## src/rtl/booth_mul_seq.sv

```systemverilog
// booth_mul_seq: sequential signed radix-2 Booth multiplier.
// A controller steps an A/Q/M/Q-1 register datapath through one EVAL and one
// SHIFT cycle per multiplier bit, then presents a 2*WIDTH-bit product.
// Optional macro BOOTH_OPCNT_EN adds an add/subtract operation counter on
// op_count; without it op_count is tied to zero.
module booth_mul_seq #(
  parameter  int WIDTH = 8,
  localparam int CNT_W = $clog2(WIDTH) + 1
) (
  input  logic                 clk,
  input  logic                 rst,
  input  logic                 start,
  input  logic [WIDTH-1:0]     x,
  input  logic [WIDTH-1:0]     y,
  output logic                 busy,
  output logic                 done,
  output logic [2*WIDTH-1:0]   product,
  output logic [CNT_W-1:0]     op_count
);

  typedef enum logic [1:0] {
    IDLE  = 2'd0,
    EVAL  = 2'd1,
    SHIFT = 2'd2,
    DONE  = 2'd3
  } state_t;

  localparam logic [CNT_W-1:0] LAST_CNT = CNT_W'(WIDTH - 1);

  state_t               state_q, state_d;
  logic [WIDTH:0]       a_q, a_d;
  logic [WIDTH:0]       m_q, m_d;
  logic [WIDTH-1:0]     q_q, q_d;
  logic                 q1_q, q1_d;
  logic [CNT_W-1:0]     cnt_q, cnt_d;
  logic [2*WIDTH-1:0]   product_q, product_d;

  logic                 accept;
  logic                 last_shift;

  assign accept     = (state_q == IDLE) && start;
  assign last_shift = (state_q == SHIFT) && (cnt_q == LAST_CNT);

  // Next-state logic: one EVAL/SHIFT pair per multiplier bit, then a single DONE cycle.
  always_comb begin
    state_d = state_q;
    case (state_q)
      IDLE:    if (start) state_d = EVAL;
      EVAL:    state_d = SHIFT;
      SHIFT:   state_d = (cnt_q == LAST_CNT) ? DONE : EVAL;
      DONE:    state_d = IDLE;
      default: state_d = IDLE;
    endcase
  end

  // Datapath next values: load on accept, add/sub on EVAL, arithmetic shift on SHIFT.
  // The product register is written on the final shift so it is already valid while done is high.
  always_comb begin
    a_d       = a_q;
    m_d       = m_q;
    q_d       = q_q;
    q1_d      = q1_q;
    cnt_d     = cnt_q;
    product_d = product_q;
    case (state_q)
      IDLE: begin
        if (start) begin
          m_d   = {x[WIDTH-1], x};
          q_d   = y;
          a_d   = '0;
          q1_d  = 1'b0;
          cnt_d = '0;
        end
      end
      EVAL: begin
        case ({q_q[0], q1_q})
          2'b01:   a_d = a_q + m_q;
          2'b10:   a_d = a_q - m_q;
          default: a_d = a_q;
        endcase
      end
      SHIFT: begin
        a_d   = {a_q[WIDTH], a_q[WIDTH:1]};
        q_d   = {a_q[0], q_q[WIDTH-1:1]};
        q1_d  = q_q[0];
        cnt_d = cnt_q + CNT_W'(1);
        if (last_shift) begin
          product_d = {a_d[WIDTH-1:0], q_d};
        end
      end
      default: begin
        a_d = a_q;
      end
    endcase
  end

  // State and datapath registers, all cleared asynchronously by reset.
  always_ff @(posedge clk or posedge rst) begin
    if (rst) begin
      state_q   <= IDLE;
      a_q       <= '0;
      m_q       <= '0;
      q_q       <= '0;
      q1_q      <= 1'b0;
      cnt_q     <= '0;
      product_q <= '0;
    end else begin
      state_q   <= state_d;
      a_q       <= a_d;
      m_q       <= m_d;
      q_q       <= q_d;
      q1_q      <= q1_d;
      cnt_q     <= cnt_d;
      product_q <= product_d;
    end
  end

  assign busy    = (state_q == EVAL) || (state_q == SHIFT);
  assign done    = (state_q == DONE);
  assign product = product_q;

`ifdef BOOTH_OPCNT_EN
  logic [CNT_W-1:0] op_cnt_q, op_cnt_d;

  // Operation counter: cleared on accept, bumped on every EVAL that adds or subtracts.
  always_comb begin
    op_cnt_d = op_cnt_q;
    if (accept) begin
      op_cnt_d = '0;
    end else if ((state_q == EVAL) && (q_q[0] ^ q1_q)) begin
      op_cnt_d = op_cnt_q + CNT_W'(1);
    end
  end

  // Operation counter register.
  always_ff @(posedge clk or posedge rst) begin
    if (rst) begin
      op_cnt_q <= '0;
    end else begin
      op_cnt_q <= op_cnt_d;
    end
  end

  assign op_count = op_cnt_q;
`else
  assign op_count = '0;
`endif

endmodule

```

## config.mk

```make
export PLATFORM = sky130hd
export DESIGN_NAME = booth_mul_seq
export DESIGN_NICKNAME = d
export VERILOG_FILES = /design/src/rtl/booth_mul_seq.sv
export SDC_FILE = /design/constraint.sdc
export NUM_CORES = 1
export LEC_CHECK = 0
export BUFFER_PORTS_ARGS = -buffer_cell sky130_fd_sc_hd__buf_4
export CAP_MARGIN = 30
export CORE_UTILIZATION = 57
export CTS_CLUSTER_DIAMETER = 150
export DETAILED_ROUTE_END_ITERATION = 8
export HOLD_SLACK_MARGIN = 0.1
export PLACE_DENSITY_LB_ADDON = 0.05
export SLEW_MARGIN = 0
export SYNTH_ARGS = -nofsm -noshare
export SYNTH_HDL_FRONTEND = slang
export SYNTH_SLANG_ARGS = --single-unit
```

## constraint.sdc

```tcl
create_clock -name clk -period 3.2 [get_ports clk]
set_input_delay 0.48 -clock clk [delete_from_list [all_inputs] [get_ports clk]]
set_output_delay 0.48 -clock clk [all_outputs]
set_load 0.03 [all_outputs]
```

==> out/metrics.yaml <==
outcome: "finished clean"
synth-edff-count: 0
clock_sink_count: 48
yosysWarnings: 0
antenna_found_initial: 0
post_cts_buffers: 0
grt_max_degree: 36
crit_type: "reg2reg"
area_growth_pct: 14.16
synth_compound_area_frac: 0.1421
synthSimpleGateAreaFrac: 0.1195
num_rows: 24
ctsResizeCount: 0
finalCritPeriodShare: 0.8276
start_kind: "flop"
clkTransAtPathRegs_ns: 0.08
r2r_end: "a_q[5]$_DFFE_PP0P_"
critPathLaunch: "m_q[0]$_DFFE_PP0P_"
slew_viol_final: 0
ff2ff_setup_slack_ns: 0.55
vdd_ir_drop_max_uv: 796.0
wl_mm: 4.911
period_minus_slack_ns: 2.648
rsz0062_at_grt: "no"
synth_mux_area_frac: 0.1228
tightest_slew_ns: 0.6089
power_uw: 3129
syn_area_per_cell_um2: 10.27
grt_overflow: 0
grt_pass1_vias: 1849
synth.distinct_cells: 46
cts_tree: "built"
cp-end-kind: "flop"
drive_above_1_share: 0.2585
grt_first_pass_wirelength_mm: 8.583
hold_viol_final: 0
reg2reg_depth: 12
die_y_um: 70.32
drtIter0Drc: 119
nNetsFinal: 327
num_io_pins: 41
dr_total_vias: 1952
p_per_area_mw_per_mm2: 1030
synth-seq-cells: 48
netlist_area_mm2: 0.002660
r2r_start: "m_q[0]$_DFFE_PP0P_"
portBuffers: 36
htree_levels: 2
ys_seq_area_frac: 0.4516
diodes: 0
core-area_mm2: 0.004414
drc: 0
ys.flop_type: "dfrtp_1"
dp_hpwl_mm: 3.641
p_leak_uw: 0.001457
critPathMaxFanout: 5
ys_async_sr_fraction: 1.000
antenna_left: 0
fmax_mhz: 377.6
dieArea_mm2: 0.004944
clockBufferDepth: 2
grt.total_usage: 0.2248
clock_latency_ns: 0.30
required_ns: 3.39
synth-xor-area-share: 0.03293
synthAdderAreaFrac: 0.07338
synth_top_family_by_area: "compound AO/OA/AOI/OAI gates"
cap_violations: 0
setup_violations: 0
viasPerCell: 5.642
endpoint: "a_q[5]$_DFFE_PP0P_"
fin_setup_tns_ns: 0
syn-instance-count: 259
place_congestion: 0.8249
clock_skew_ns: 0.004288
max-slew-margin-rel: 0.5941
cts-root-buf: "clkbuf_8"
die_x_um: 70.32
cts-hold-fix-buffers: 0
numCtsBuffers: 5
wl_per_cell_um: 14.19
crit_arrival_ns: 2.83
drt_first_pass_iters: 4
hold_path.class: "in2async"
initial_core_util: 0.6026
[logic make-up after synthesis]
group	count (synthesis)
AO/OA/AOI/OAI	61
XOR/XNOR	10
adder cells (fa/ha/maj)	15
buffers and inverters	28
flip-flops	48
multiplexers	30
other	1
AND/OR/NAND/NOR	66
[critical path, cell delays in order (launching register included)]
cell	delay (ns)
dfrtp_1	0.42
inv_1	0.06
ha_1	0.27
nand2_1	0.04
o21ai_0	0.15
inv_1	0.09
ha_1	0.29
nor2b_4	0.13
o31a_1	0.27
o21a_1	0.18
or3_1	0.32
a311oi_2	0.25
a21oi_1	0.06
[registers in the layout, summed over array words and instances, names as in the netlist]
name,flops
state_q,2
cnt_q,4
m_q,8
product,16
q1_q,1
q_q,8
a_q,9
[power breakdown]
part	internal [uW]	switching, uW	total (uW)
registers	787	181	968
clock network	173	199	372
logic	802	987	1790
total	1760	1370	3130
[per-stage QoR]
step	worst slack, ns	cell area (um^2)	cells	hold slack, ns	utilization
2_1_floorplan	0.7630	2671	262	0.4364	-
3_3_place_gp	0.6411	2924	337	0.4645	0.6624
3_5_place_dp	0.5490	2944	338	0.4626	0.6670
4_1_cts	0.5491	3037	346	0.1372	0.6879
5_1_grt	0.3458	3037	346	0.1422	0.6879
6_report	0.5518	3037	346	0.1272	0.6879
[worst min-delay path by stage]
stage,to,slack (ns),depth (start not counted),from
CTS,a_q[3]$_DFFE_PP0P_,0.14,2,rst
global route,product[9]$_DFFE_PP0P_,0.14,2,rst
detailed placement,cnt_q[3]$_DFFE_PP0P_,0.46,1,cnt_q[3]$_DFFE_PP0P_
global placement,product[8]$_DFFE_PP0P_,0.46,2,product[8]$_DFFE_PP0P_
finish,a_q[2]$_DFFE_PP0P_,0.13,2,rst
floorplan,cnt_q[3]$_DFFE_PP0P_,0.44,1,cnt_q[3]$_DFFE_PP0P_
[metal layers]
metal | vias up | track usage | share of wire
li1 | 963 | - | -
met1 | 942 | 0.3016 | 0.49
met2 | 42 | 0.3598 | 0.45
met3 | 5 | 0.06061 | 0.044
met4 | 0 | 0.06000 | 0.0090
met5 | - | 0 | 0
[synth_stat cells (3+ instances only)]
cell / instances / share of area
nand2_1: 33 / 0.047
nor3_1: 3 / 0.0056
nand2b_1: 6 / 0.014
clkbuf_1: 7 / 0.0099
a21oi_1: 9 / 0.017
o21a_1: 3 / 0.0085
ha_1: 14 / 0.066
nand3_1: 4 / 0.0075
buf_4: 5 / 0.014
o211ai_1: 3 / 0.0085
o21ai_0: 30 / 0.056
mux2_2: 21 / 0.089
mux2i_1: 9 / 0.034
nor2_1: 7 / 0.0099
dfrtp_1: 48 / 0.45
inv_1: 12 / 0.017
a32o_1: 3 / 0.011
xnor2_1: 8 / 0.026
[placed cells by master (no fill, tap or decap), types with 4 or more instances in the layout]
| cell type | instances |
|---|---|
| buf_4 | 39 |
| a21oi_1 | 9 |
| nand2b_1 | 6 |
| xnor2_1 | 8 |
| nor2_1 | 7 |
| ha_1 | 14 |
| dfrtp_1 | 48 |
| o21ai_0 | 29 |
| mux2_2 | 21 |
| clkbuf_8 | 6 |
| mux2i_1 | 9 |
| nand3_1 | 4 |
| nand2_1 | 33 |
| conb_1 | 4 |
| inv_1 | 11 |
[cell type report]
type                            count  area [um^2]
Clock inverter                      2        10.01
Sequential cell                    48         1201
Timing Repair Buffer               40        312.8
Inverter                           12        45.04
Fill cell                         366         1378
Tap cell                           52        65.06
Multi-Input combinational cell    186         1320
Clock buffer                        6        82.58
No activity file was read; power rests on OpenSTA's default activity.
